<file path="src/rtl/sensor_responder.sv">
// sensor_responder
// Sensor-side end of the arbiter UART link (8N1, LSB first, idle high).
// Deserializes request bytes from rx_Serial. A read command (byte[7:4]==0)
// whose byte[3:0] equals SENSOR_ID is answered on tx with the echoed request
// byte followed by a captured sensor_data byte. The RX side keeps running
// while a response is being sent.
// Optional build macro: SENSOR_RESP_CHECKSUM_EN appends a third frame
// carrying echo XOR data.
// Ports:
//   clock        system clock, rising edge
//   reset        asynchronous active-low reset
//   rx_Serial    serial request line (asynchronous to clock)
//   sensor_data  live sensor value, captured when a response is started
//   tx           serial response line
//   tx_active    high while response frames are on tx
//   req_valid    1-cycle pulse per well-framed received byte
//   req_byte     last well-framed byte received
//   frame_err    1-cycle pulse when a stop bit samples low
//   busy_drop    1-cycle pulse when an addressed request hits a busy TX
module sensor_responder #(
    parameter int         CLKS_PER_BIT = 434,
    parameter logic [3:0] SENSOR_ID    = 4'd1
) (
    input  logic       clock,
    input  logic       reset,
    input  logic       rx_Serial,
    input  logic [7:0] sensor_data,
    output logic       tx,
    output logic       tx_active,
    output logic       req_valid,
    output logic [7:0] req_byte,
    output logic       frame_err,
    output logic       busy_drop
);

    localparam int            CW        = $clog2(CLKS_PER_BIT);
    localparam logic [CW-1:0] CNT_ZERO  = CW'(0);
    localparam logic [CW-1:0] CNT_ONE   = CW'(1);
    localparam logic [CW-1:0] CNT_LAST  = CW'(CLKS_PER_BIT - 1);
    localparam logic [CW-1:0] CNT_HALF  = CW'(CLKS_PER_BIT / 2 - 1);

    typedef enum logic [1:0] {RX_IDLE = 2'd0, RX_START = 2'd1, RX_DATA = 2'd2, RX_STOP = 2'd3} rx_state_t;
    typedef enum logic [1:0] {
        TX_IDLE = 2'd0, TX_ECHO = 2'd1, TX_DATA = 2'd2
`ifdef SENSOR_RESP_CHECKSUM_EN
        , TX_SUM = 2'd3
`endif
    } tx_state_t;

    function automatic logic is_addressed(input logic [7:0] b);
        return (b[7:4] == 4'h0) && (b[3:0] == SENSOR_ID);
    endfunction

`ifdef SENSOR_RESP_CHECKSUM_EN
    function automatic logic [7:0] resp_checksum(input logic [7:0] a, input logic [7:0] b);
        return a ^ b;
    endfunction
`endif

    rx_state_t     rx_state_r, rx_state_nxt_s;
    tx_state_t     tx_state_r, tx_state_nxt_s;
    logic          rx_meta_r, rx_sync_r, rx_prev_r;
    logic [CW-1:0] rx_cnt_r, tx_cnt_r;
    logic [2:0]    rx_bit_r;
    logic [3:0]    tx_bit_r;
    logic [7:0]    rx_shift_r, echo_r, data_r, req_byte_r, tx_byte_s;
    logic [2:0]    tx_idx_s;
    logic          rx_ok_s, rx_err_s, tx_busy_s, accept_s, tx_frame_end_s, tx_line_s;
    logic          tx_start_r, tx_r, tx_active_r, req_valid_r, frame_err_r, busy_drop_r;

    // TX counts as busy from the start request until it returns to idle.
    assign tx_busy_s = (tx_state_r != TX_IDLE) || tx_start_r;
    assign accept_s  = rx_ok_s && is_addressed(rx_shift_r) && !tx_busy_s;

    // RX state register.
    always_ff @(posedge clock or negedge reset) begin
        if (!reset) rx_state_r <= RX_IDLE;
        else        rx_state_r <= rx_state_nxt_s;
    end

    // RX next-state and end-of-frame strobes.
    always_comb begin
        rx_state_nxt_s = rx_state_r;
        rx_ok_s        = 1'b0;
        rx_err_s       = 1'b0;
        case (rx_state_r)
            RX_IDLE: begin
                if (rx_prev_r && !rx_sync_r) rx_state_nxt_s = RX_START;
                else                         rx_state_nxt_s = RX_IDLE;
            end
            RX_START: begin
                // A line back high at mid start bit was only a glitch.
                if (rx_cnt_r == CNT_HALF) rx_state_nxt_s = rx_sync_r ? RX_IDLE : RX_DATA;
                else                      rx_state_nxt_s = RX_START;
            end
            RX_DATA: begin
                if ((rx_cnt_r == CNT_LAST) && (rx_bit_r == 3'd7)) rx_state_nxt_s = RX_STOP;
                else                                              rx_state_nxt_s = RX_DATA;
            end
            RX_STOP: begin
                if (rx_cnt_r == CNT_LAST) begin
                    rx_state_nxt_s = RX_IDLE;
                    rx_ok_s        = rx_sync_r;
                    rx_err_s       = !rx_sync_r;
                end else begin
                    rx_state_nxt_s = RX_STOP;
                end
            end
            default: rx_state_nxt_s = RX_IDLE;
        endcase
    end

    // RX synchronizer, bit timing and data shift register.
    always_ff @(posedge clock or negedge reset) begin
        if (!reset) begin
            rx_meta_r  <= 1'b1;
            rx_sync_r  <= 1'b1;
            rx_prev_r  <= 1'b1;
            rx_cnt_r   <= CNT_ZERO;
            rx_bit_r   <= 3'd0;
            rx_shift_r <= 8'h00;
        end else begin
            rx_meta_r <= rx_Serial;
            rx_sync_r <= rx_meta_r;
            rx_prev_r <= rx_sync_r;
            if ((rx_state_r == RX_IDLE) || (rx_state_nxt_s != rx_state_r)) rx_cnt_r <= CNT_ZERO;
            else if (rx_cnt_r == CNT_LAST)                                 rx_cnt_r <= CNT_ZERO;
            else                                                           rx_cnt_r <= rx_cnt_r + CNT_ONE;
            if (rx_state_r == RX_START) begin
                rx_bit_r <= 3'd0;
            end else if ((rx_state_r == RX_DATA) && (rx_cnt_r == CNT_LAST)) begin
                rx_shift_r <= {rx_sync_r, rx_shift_r[7:1]};
                rx_bit_r   <= rx_bit_r + 3'd1;
            end else begin
                rx_bit_r <= rx_bit_r;
            end
        end
    end

    // Request decode: status pulses, response start and byte capture.
    always_ff @(posedge clock or negedge reset) begin
        if (!reset) begin
            req_valid_r <= 1'b0;
            frame_err_r <= 1'b0;
            busy_drop_r <= 1'b0;
            tx_start_r  <= 1'b0;
            req_byte_r  <= 8'h00;
            echo_r      <= 8'h00;
            data_r      <= 8'h00;
        end else begin
            req_valid_r <= rx_ok_s;
            frame_err_r <= rx_err_s;
            busy_drop_r <= rx_ok_s && is_addressed(rx_shift_r) && tx_busy_s;
            tx_start_r  <= accept_s;
            if (rx_ok_s) req_byte_r <= rx_shift_r;
            if (accept_s) begin
                echo_r <= rx_shift_r;
                data_r <= sensor_data;
            end
        end
    end

    // TX state register.
    always_ff @(posedge clock or negedge reset) begin
        if (!reset) tx_state_r <= TX_IDLE;
        else        tx_state_r <= tx_state_nxt_s;
    end

    // TX sequencing, byte selection and serial line value.
    always_comb begin
        tx_state_nxt_s = tx_state_r;
        tx_byte_s      = 8'hFF;
        tx_line_s      = 1'b1;
        tx_frame_end_s = (tx_cnt_r == CNT_LAST) && (tx_bit_r == 4'd9);
        tx_idx_s       = tx_bit_r[2:0] - 3'd1;  // frame bit 1..8 -> data bit 0..7
        case (tx_state_r)
            TX_IDLE: tx_state_nxt_s = tx_start_r ? TX_ECHO : TX_IDLE;
            TX_ECHO: begin
                tx_byte_s      = echo_r;
                tx_state_nxt_s = tx_frame_end_s ? TX_DATA : TX_ECHO;
            end
            TX_DATA: begin
                tx_byte_s = data_r;
`ifdef SENSOR_RESP_CHECKSUM_EN
                tx_state_nxt_s = tx_frame_end_s ? TX_SUM : TX_DATA;
`else
                tx_state_nxt_s = tx_frame_end_s ? TX_IDLE : TX_DATA;
`endif
            end
`ifdef SENSOR_RESP_CHECKSUM_EN
            TX_SUM: begin
                tx_byte_s      = resp_checksum(echo_r, data_r);
                tx_state_nxt_s = tx_frame_end_s ? TX_IDLE : TX_SUM;
            end
`endif
            default: tx_state_nxt_s = TX_IDLE;
        endcase
        if (tx_state_r == TX_IDLE) tx_line_s = 1'b1;
        else if (tx_bit_r == 4'd0) tx_line_s = 1'b0;
        else if (tx_bit_r == 4'd9) tx_line_s = 1'b1;
        else                       tx_line_s = tx_byte_s[tx_idx_s];
    end

    // TX bit timing and registered line outputs (one cycle behind the FSM).
    always_ff @(posedge clock or negedge reset) begin
        if (!reset) begin
            tx_cnt_r    <= CNT_ZERO;
            tx_bit_r    <= 4'd0;
            tx_r        <= 1'b1;
            tx_active_r <= 1'b0;
        end else begin
            if ((tx_state_r == TX_IDLE) || (tx_state_nxt_s != tx_state_r)) begin
                tx_cnt_r <= CNT_ZERO;
                tx_bit_r <= 4'd0;
            end else if (tx_cnt_r == CNT_LAST) begin
                tx_cnt_r <= CNT_ZERO;
                tx_bit_r <= tx_bit_r + 4'd1;
            end else begin
                tx_cnt_r <= tx_cnt_r + CNT_ONE;
            end
            tx_r        <= tx_line_s;
            tx_active_r <= (tx_state_r != TX_IDLE);
        end
    end

    assign tx        = tx_r;
    assign tx_active = tx_active_r;
    assign req_valid = req_valid_r;
    assign req_byte  = req_byte_r;
    assign frame_err = frame_err_r;
    assign busy_drop = busy_drop_r;

endmodule

</file>
<file path="config.mk">
export PLATFORM = sky130hd
export DESIGN_NAME = sensor_responder
export DESIGN_NICKNAME = d
export VERILOG_FILES = /design/src/rtl/sensor_responder.sv
export SDC_FILE = /design/constraint.sdc
export NUM_CORES = 1
export LEC_CHECK = 0
export BUFFER_PORTS_ARGS = -buffer_cell sky130_fd_sc_hd__buf_2
export CAP_MARGIN = 25
export CORE_MARGIN = 2
export CORE_UTILIZATION = 59
export CTS_CLUSTER_DIAMETER = 30
export DETAILED_ROUTE_END_ITERATION = 7
export HOLD_SLACK_MARGIN = 0.08
export PLACE_DENSITY = 0.76
export REMOVE_ABC_BUFFERS = 1
export SLEW_MARGIN = 10
export SYNTH_ARGS = -nofsm -noshare
export SYNTH_HDL_FRONTEND = slang
export SYNTH_SLANG_ARGS = --single-unit
</file>
<file path="constraint.sdc">
create_clock -name clock -period 3.05 [get_ports clock]
set_input_delay 0.61 -clock clock [delete_from_list [all_inputs] [get_ports clock]]
set_output_delay 0.61 -clock clock [all_outputs]
set_load 0.01 [all_outputs]
</file>
==> flow_summary.ini, run 1 <==
[detailed_routing]
wl_met2_mm = 2.94
ant_nets = 0
viasPerCell = 5.48
met3WireLength_um = 199
wl_per_cell_um = 14.6
drt_iter0_markers = 101
drc = 0
top_layer = met4
wl_mm = 5.84
wl_met1_mm = 2.61
dr.pass1.iters = 4
num_vias = 2191

[place]
numPortBuffers = 23
dpl.hpwl_mm = 3.99
pre_cts_ws_ps = 414
finalWeightedCongestion = 0.805

[timing]
fmax_mhz = 378
hold_viol_final = 0
fin_skew_ps = 9.47
min_period_over_period_pct = 86.8
timing.setup.tns_ps = 0
slew_headroom_pct = 59.0
postLayoutSetupSlackWorst_ps = 402
drv_slew = 0
fin_crit_ps = 2650
grt_setup_unrepaired = no
finalSetupViolCount = 0
tightest_slew_ps = 615

[global_route]
grt_use_total_pct = 21.8
grt_pass1_wl_mm = 10.3
overflow = 0
antenna_found_initial = 0
grt_max_degree = 45
grt_pass1_vias = 2230

[clocking]
clk_latency_ps = 350
cts_tree = built
post-cts-setup-buffers = 0
clkSinkCount = 70
clock_path_buffers = 2
cts-root-buf = clkbuf_8
cts_max_level = 3
hold_buffers = 0
cts_buffers = 9
clkTransAtPathRegs_ps = 80
ctsResizeCount = 0

[logic_synthesis]
synth-edff-count = 0
yosysSeqAreaShare_pct = 53.8
syn_area_per_cell_um2 = 11.1
synth_top_area_cell = dfrtp_1
synth.distinct_cells = 47
ys.flop_type = dfrtp_1
postSynthCellCount = 294
synth_top_family_by_area = simple AND/OR/NAND/NOR gates
postSynth.asyncResetShare_pct = 100
post_synth_xor_area_fraction_pct = 5.63
yosysWarningCount = 0
synth_seq_cells = 70
synth_simple_gate_area_share_pct = 18.9
synth_area_leaders = dfrtp_1, ha_1, mux2_2
synth_top_area_share_pct = 50.6
synthAdderAreaFrac_pct = 5.75
synth_compound_area_share_pct = 6.13
syn_area_um2 = 3270
synthMuxAreaShare_pct = 6.86

[cells_and_area]
diodes = 0
layout_commonest_cell = dfrtp_1
mostFrequentLayoutCells = dfrtp_1, nand2_1, nor2_1
nets = 349
area_delta_synth_final_pct = 11.3
drive_above_1_share_pct = 20.4

[hold_path]
hold_path.class = input port to async pin

[setup_path]
worstReg2RegStart = rx_cnt_r[1]
worst_r2r_endpoint = data_r[4]
worstRegToRegCells = 7
crit_required_ps = 3280
critPathMaxFanout = 10
worstPathArrival_ps = 2880
cp-start-kind = flop
reg2reg_setup_slack_ps = 400
worstSetupPathType = flop to flop
worstSetupEndpointType = flop

[floorplanning]
rows = 27
io_pins = 24
core_um2 = 5440
die_x_um = 78.4
fp.dieArea_um2 = 6150
die_y_um = 78.4
start_util_pct = 60.0

[power_and_ir_drop]
powerDensity_nw_per_um2 = 498
post-layout-total-power_mw = 1.81
irDropWorstVdd_uv = 347
p_leak_nw = 1.75

[status]
status = finished clean

[flow_run]
maxCapViolations = 0
-- synthesized netlist by cell type, drive strengths merged, types with 2 or more instances --
master and instances:
nor2b 10, or2 2, o22ai 3, mux2 17
buf 2, nor2 29, or4 3, and3 2
ha 15, dfstp 4, a31oi 5, o21ai 2
a2bb2oi 2, a22oi 7, nor3 7, inv 15
nor4b 3, nor4 3, nand2b 2, clkbuf 6
a21oi 5, nand3 11, nand2 36, dfrtp 66
xnor2 13, xor2 8
-- critical path: stages, from the launching register on --
cell	delay, ps
dfrtp_1	410
inv_1	90
ha_1	190
nand4bb_4	150
or4_1	730
nor3_4	370
buf_4	240
mux2_2	340
-- metrics by stage --
stage	hold WS (ps)	cells	utilization (%)	cell area, um^2
6_report	270	400	66.8	3630
2_1_floorplan	314	286	-	3230
4_1_cts	284	400	66.8	3630
5_1_grt	326	400	66.8	3630
3_3_place_gp	347	384	63.7	3470
3_5_place_dp	348	384	63.7	3470
-- cell families (layout without fill, tap and decap cells) --
| kind of cell | count (synthesis) | in the layout |
|---|---|---|
| xor gates and xnor gates | 21 | 21 |
| DFF | 70 | 70 |
| and+or+nand+nor | 117 | 117 |
| muxes | 19 | 19 |
| AOI/OAI and AO/OA | 29 | 29 |
| buffers and inverters | 23 | 57 |
| adders and majority gates | 15 | 15 |
-- how the worst max path moves through the flow --
stage / startpoint / to / slack, ps / cells after the start
2_1_floorplan: rx_cnt_r[1] / data_r[0] / 670 / 6
3_3_place_gp: rx_cnt_r[1] / data_r[5] / 490 / 7
3_5_place_dp: rx_cnt_r[1] / data_r[4] / 410 / 7
4_1_cts: rx_cnt_r[1] / data_r[4] / 410 / 7
5_1_grt: rx_cnt_r[1] / data_r[1] / 290 / 7
6_report: rx_cnt_r[1] / data_r[4] / 400 / 7
-- final cells by class --
class	instances	area, um^2
fill	424	1800
sequential	70	1760
multi-input combinational	201	1410
timing repair buffer	26	150
clock buffer	12	145
tap	72	90.1
inverter	15	56.3
clock inverter	4	22.5
-- per-layer routing --
metal  track usage (%)  up-vias
met5                 0        -
met4              11.2        0
met3              3.68       10
met2              35.9       34
met1              28.0     1075
li1                  -     1072
-- power breakdown --
group          internal [mW]  leakage [nW]  switching (mW)
Sequential             0.965         0.954          0.0483
Clock                  0.313        0.0861           0.335
Combinational         0.0660         0.706          0.0835
Total                   1.34          1.75           0.467
-- state kept, by name, summed over array words and instances, names as in the netlist --
name / cells
data_r: 8
rx_state_r: 2
rx_meta_r: 1
busy_drop: 1
req_byte: 8
rx_bit_r: 3
tx: 1
tx_cnt_r: 9
rx_cnt_r: 9
req_valid: 1
echo_r: 8
frame_err: 1
rx_sync_r: 1
tx_start_r: 1
rx_prev_r: 1
tx_active: 1
rx_shift_r: 8
tx_bit_r: 4
tx_state_r: 2
(Power assumes the default switching activity.)
==> run 2, diff against run 1 <==
--- a/config.mk
+++ b/config.mk
@@ -5,14 +5,15 @@
 export SDC_FILE = /design/constraint.sdc
 export NUM_CORES = 1
 export LEC_CHECK = 0
+export ABC_AREA = 1
 export BUFFER_PORTS_ARGS = -buffer_cell sky130_fd_sc_hd__buf_2
 export CAP_MARGIN = 25
 export CORE_MARGIN = 2
-export CORE_UTILIZATION = 59
+export CORE_UTILIZATION = 60
 export CTS_CLUSTER_DIAMETER = 30
 export DETAILED_ROUTE_END_ITERATION = 7
 export HOLD_SLACK_MARGIN = 0.08
-export PLACE_DENSITY = 0.76
+export PLACE_DENSITY = 0.77
 export REMOVE_ABC_BUFFERS = 1
 export SLEW_MARGIN = 10
 export SYNTH_ARGS = -nofsm -noshare
==> run 2 against run 1 <==
  * Synthesized area increased by 6.5%
  * Die area rose by 4.5%
  * Sequential cell count unchanged
  * Critical endpoint is now tx_bit_r[2]
==> flow_summary.ini, run 2 <==
[cells_and_area]
top_regs = rx_cnt_r (9), tx_cnt_r (9)
drive_above_1_share_pct = 18.8
diodes = 0
mostFrequentLayoutCells = nand2_1, dfrtp_1, inv_1
layout_commonest_cell = nand2_1
area_delta_synth_final_pct = 12.5
fin_util_pct = 70.6
nets = 453

[setup_path]
crit_start = tx_state_r[1]
slowest_delay_ps = 420
crit_required_ps = 3300
critPathMaxFanout = 13
crit_top_cell = nand3_1
cp-start-kind = flop
worstRegToRegCells = 6
worstSetupEndpointType = flop
critPathCapture = tx_bit_r[2]
worst_r2r_endpoint = tx_bit_r[2]
worstPathArrival_ps = 2260
worstSetupPathType = flop to flop
critPathSlowestCell = dfrtp_1
worstReg2RegStart = tx_state_r[1]
crit_chain = inv_1 -> ha_1 -> nand4_1 -> nand3_1 -> nand3_1 -> nor3_1
reg2reg_setup_slack_ps = 1040

[global_route]
antenna_found_initial = 0
grt_max_degree = 71
grt_pass1_wl_mm = 10.5
grt_use_total_pct = 21.1
overflow = 0
grt_pass1_vias = 2480

[clocking]
clkSinkCount = 70
clock_path_buffers = 2
cts-root-buf = clkbuf_8
hold_buffers = 0
cts_max_level = 3
cts_buffers = 9
clkTransAtPathRegs_ps = 70
ctsResizeCount = 0
clk_latency_ps = 340
post-cts-setup-buffers = 0
cts_tree = built

[detailed_routing]
drc = 0
drt_iter0_markers = 157
viasPerCell = 5.14
dr.pass1.iters = 6
ant_nets = 0
wl_mm = 5.96
wl_per_cell_um = 11.8
num_vias = 2590

[floorplanning]
fp.dieArea_um2 = 6420
rows = 27
io_pins = 24
die_x_um = 80.1
core_um2 = 5540
die_y_um = 80.1
start_util_pct = 62.8

[place]
numPortBuffers = 23
finalWeightedCongestion = 0.808
dpl.hpwl_mm = 4.12
pre_cts_ws_ps = 1040

[logic_synthesis]
ys.flop_type = dfrtp_1
synth-edff-count = 0
synth.distinct_cells = 33
syn_area_per_cell_um2 = 8.65
syn_area_um2 = 3480
synth_top_area_share_pct = 47.5
synth_area_leaders = dfrtp_1, nand2_1, inv_1
synth_seq_cells = 70
yosysSeqAreaShare_pct = 50.5
yosysWarningCount = 0
synth.most_common_cell = nand2_1
postSynthCellCount = 402
ys_top_cells_by_count = nand2_1, dfrtp_1, inv_1, nand3_1, nor2_1
postSynth.asyncResetShare_pct = 100
synth_top_area_cell = dfrtp_1

[timing]
timing.setup.tns_ps = 0
min_period_over_period_pct = 65.8
fin_skew_ps = 7.59
drv_slew = 0
slew_headroom_pct = 64.7
grt_setup_unrepaired = no
finalSetupViolCount = 0
fmax_mhz = 498
holdWs_ps = 271
tightest_slew_ps = 529
hold_viol_final = 0
postLayoutSetupSlackWorst_ps = 1040
fin_crit_ps = 2010

[status]
status = finished clean

[power_and_ir_drop]
post-layout-total-power_mw = 2.12
p_leak_nw = 1.96
powerDensity_nw_per_um2 = 541
irDropWorstVdd_uv = 306

[hold_path]
hold_path.class = input port to async pin

[flow_run]
maxCapViolations = 0
## run 2: cell count changes in the layout (fill, tap and decap cells not counted), moves of 7 or more
cell | before | now
a22oi_1 | 7 | 0
nor2b_1 | 10 | 0
nor3_1 | 6 | 15
o21ai_0 | 1 | 17
inv_1 | 15 | 55
xnor2_1 | 13 | 2
mux2_2 | 15 | 0
o21ai_2 | 0 | 14
nand2_1 | 36 | 98
nand3_1 | 11 | 39
nand2_2 | 0 | 7
## run 2: power breakdown
group          switching (mW)  leakage [nW]  internal (mW)
clock                   0.357         0.130          0.630
sequential             0.0225         0.915          0.955
combinational          0.0993         0.913         0.0559
## run 2: routing by layer
layer  GRT usage [%]  wire length [um]
met4            10.8               113
met1            26.1              2740
met3            4.38               211
met2            35.0              2900
met5               0                 0
## run 2: through the flow
step / cells / instance area, um^2
floorplan: 392 / 3420
global placement: 488 / 3640
finish: 504 / 3910
CTS: 504 / 3910
detailed placement: 488 / 3640
global route: 504 / 3910
## run 2: worst min path at each step
stage | end | slack [ps] | from | depth (start not counted)
after CTS | rx_cnt_r[7] | 290 | reset | 2
after floorplan | busy_drop | 310 | reset | 0
after detailed placement | rx_sync_r | 350 | rx_meta_r | 0
after global placement | rx_sync_r | 350 | rx_meta_r | 0
after global routing | rx_shift_r[0] | 300 | reset | 2
final | rx_cnt_r[7] | 270 | reset | 2
## run 2: worst max-delay path, delay by kind of cell, from the launching register on
family                   cells  cell delay (ps)
adder cells (fa/ha/maj)      1              390
AND/OR/NAND/NOR              4              990
flip-flops                   1              420
buffers and inverters        1              110
## run 2: cells by family after synthesis
family	after synthesis	synth area share [%]
compound gates	36	6.83
buf+inv	68	7.95
flops	70	50.5
xor+xnor	7	1.76
fa+ha+maj	15	5.40
simple gates	206	27.6
## run 2: cell type report
cell class | count | area, um^2
sequential | 70 | 1760
clock buffer | 9 | 124
tap | 72 | 90.1
clock inverter | 7 | 145
timing repair buffer | 24 | 135
fill | 465 | 1630
multi-input combinational | 264 | 1450
inverter | 58 | 218
==> run 3, diff against run 2 <==
--- a/config.mk
+++ b/config.mk
@@ -9,11 +9,11 @@
 export BUFFER_PORTS_ARGS = -buffer_cell sky130_fd_sc_hd__buf_2
 export CAP_MARGIN = 25
 export CORE_MARGIN = 2
-export CORE_UTILIZATION = 60
+export CORE_UTILIZATION = 54
 export CTS_CLUSTER_DIAMETER = 30
 export DETAILED_ROUTE_END_ITERATION = 7
 export HOLD_SLACK_MARGIN = 0.08
-export PLACE_DENSITY = 0.77
+export PLACE_DENSITY = 0.73
 export REMOVE_ABC_BUFFERS = 1
 export SLEW_MARGIN = 10
 export SYNTH_ARGS = -nofsm -noshare
==> constraint.sdc (replaced) <==
create_clock -name clock -period 1.74 [get_ports clock]
set_input_delay 0.348 -clock clock [delete_from_list [all_inputs] [get_ports clock]]
set_output_delay 0.348 -clock clock [all_outputs]
set_load 0.01 [all_outputs]
==> run 3 against run 2 <==
  * Sequential power rose by 77%
  * Non-clock buffer count is 19 higher
  * First-iteration DRC count fell by 11%
  * Wire length is 21% higher
  * Clock power up 40%
  * Global-route usage fell by 1.2 points
==> flow_summary.ini, run 3 (synthesis results as in run 2) <==
[status]
status = finished clean

[detailed_routing]
num_vias = 2760
dr.pass1.iters = 5
wl_mm = 7.21
drt_iter0_markers = 139
ant_nets = 0
wl_per_cell_um = 13.6
viasPerCell = 5.19
drc = 0

[setup_path]
worstReg2RegStart = tx_bit_r[1]
worstPathArrival_ps = 1980
crit_required_ps = 1990
worst_r2r_endpoint = tx_bit_r[0]
slowest_delay_ps = 410
crit_chain = inv_2 -> ha_1 -> nand2_1 -> nor2_4 -> nand4_1 -> nand3_1 -> nand3_2 -> buf_6 -> nor3_1
worstRegToRegCells = 9
cp-start-kind = flop
worstSetupPathType = flop to flop
worstSetupEndpointType = flop
critPathSlowestCell = dfrtp_1
reg2reg_setup_slack_ps = 6
critPathMaxFanout = 6

[timing]
grt_setup_unrepaired = yes
fmax_mhz = 577
finalSetupViolCount = 0
slew_headroom_pct = 76.1
drv_slew = 0
fin_skew_ps = 7.59
tightest_slew_ps = 358
fin_crit_ps = 1730
hold_viol_final = 0
min_period_over_period_pct = 99.6

[global_route]
antenna_found_initial = 0
grt_pass1_vias = 2566
grt_max_degree = 71
grt_pass1_wl_mm = 11.3
overflow = 0
grt_use_total_pct = 19.9

[floorplanning]
start_util_pct = 55.4
die_y_um = 84.3
fp.dieArea_um2 = 7100
die_x_um = 84.3
rows = 29
core_um2 = 6280
io_pins = 24

[cells_and_area]
area_delta_synth_final_pct = 23.5
mostFrequentLayoutCells = nand2_1, dfrtp_1, inv_1
nets = 477
design_area_um2 = 4290
nFillCells = 490
top_regs = rx_cnt_r (9), tx_cnt_r (9)
fin_util_pct = 68.4
drive_above_1_share_pct = 30.3
diodes = 0
layout_commonest_cell = nand2_1

[power_and_ir_drop]
p_leak_nw = 2.06
irDropWorstVdd_uv = 585
powerDensity_nw_per_um2 = 809

[clocking]
cts_tree = built
clock_path_buffers = 2
clk_latency_ps = 340
clkTransAtPathRegs_ps = 70
clkSinkCount = 70
cts_max_level = 3
cts_buffers = 9
cts-root-buf = clkbuf_8

[place]
finalWeightedCongestion = 0.837
dpl.hpwl_mm = 4.25
numPortBuffers = 23
placed_area_um2 = 3730

[hold_path]
hold_path.class = input port to flop
min_path_cells = 3
holdCritStartpoint = sensor_data[6]
hold_end = data_r[6]

[flow_run]
maxCapViolations = 0
==> run 3: cell types whose count changed in the layout (fill, tap and decap cells not counted), moves of 6 or more <==
cell     previous run  this run
buf_4               0        13
nand2_1            98        92
nor3_1             15         4
nor3_2              1        11
nor2_1             25        16
==> run 3: area by class of cell <==
| class | instances | area, um^2 | area share [%] |
|---|---|---|---|
| flip-flops and latches | 70 | 1760 | 41.0 |
| repair buffers | 43 | 307 | 7.14 |
| clock buffers | 11 | 131 | 3.06 |
| multi-input cells | 269 | 1710 | 39.8 |
| clock inverters | 4 | 72.6 | 1.69 |
| inverters | 58 | 218 | 5.07 |
| well taps | 77 | 96.3 | 2.24 |
==> run 3: repair_timing <==
| action | CTS | global route |
|---|---|---|
| setup endpoints to repair | 28 | 54 |
| gates resized for setup | 8 | 48 |
| hold buffers | 1 | 1 |
| setup buffers | 2 | 6 |
| cloned | 1 | 4 |
| pin swaps | 2 | 11 |
| hold endpoints to repair | 66 | 1 |
==> run 3: worst max-delay path by stage <==
stage | end | startpoint | slack, ps | cells after the start
6_report | tx_bit_r[0] | tx_bit_r[1] | 6 | 9
5_1_grt | tx_bit_r[0] | tx_bit_r[1] | -90 | 9
4_1_cts | tx_bit_r[3] | tx_bit_r[1] | 10 | 9
3_5_place_dp | tx_cnt_r[3] | tx_bit_r[1] | -90 | 10
3_3_place_gp | data_r[2] | rx_shift_r[5] | -40 | 6
2_1_floorplan | data_r[0] | rx_cnt_r[1] | 50 | 9
==> run 3: metrics by stage <==
stage / setup slack, ps / std cells / hold slack (ps) / total power, mW / setup TNS [ps]
after CTS: 12.6 / 521 / 82.0 / 3.41 / 0
after global placement: -43.4 / 502 / 347 / 2.01 / -250
after global routing: -88.4 / 532 / 247 / 3.63 / -694
after floorplan: 47.1 / 392 / 52.4 / 1.93 / 0
final: 6.30 / 532 / 243 / 3.47 / 0
after detailed placement: -86.8 / 502 / 347 / 2.02 / -1100
==> run 3: critical path, delay by kind of cell, from the launching register on <==
kind                       cells  cell delay (ps)
buffers and inverters          2              250
DFF                            1              410
adders and majority gates      1              150
and+or+nand+nor                6              840
==> run 3: power breakdown <==
part / internal, mW / switching (mW)
logic: 0.142 / 0.219
clock network: 0.798 / 0.586
registers: 1.68 / 0.0492
total: 2.62 / 0.854
==> run 3: per-layer routing <==
metal	track usage (%)	part of all wire, %	vias up
li1	-	-	1383
met1	25.0	45	1312
met2	33.0	51	56
met3	5.41	3.3	9
met4	7.48	1.4	0
met5	0	0	-
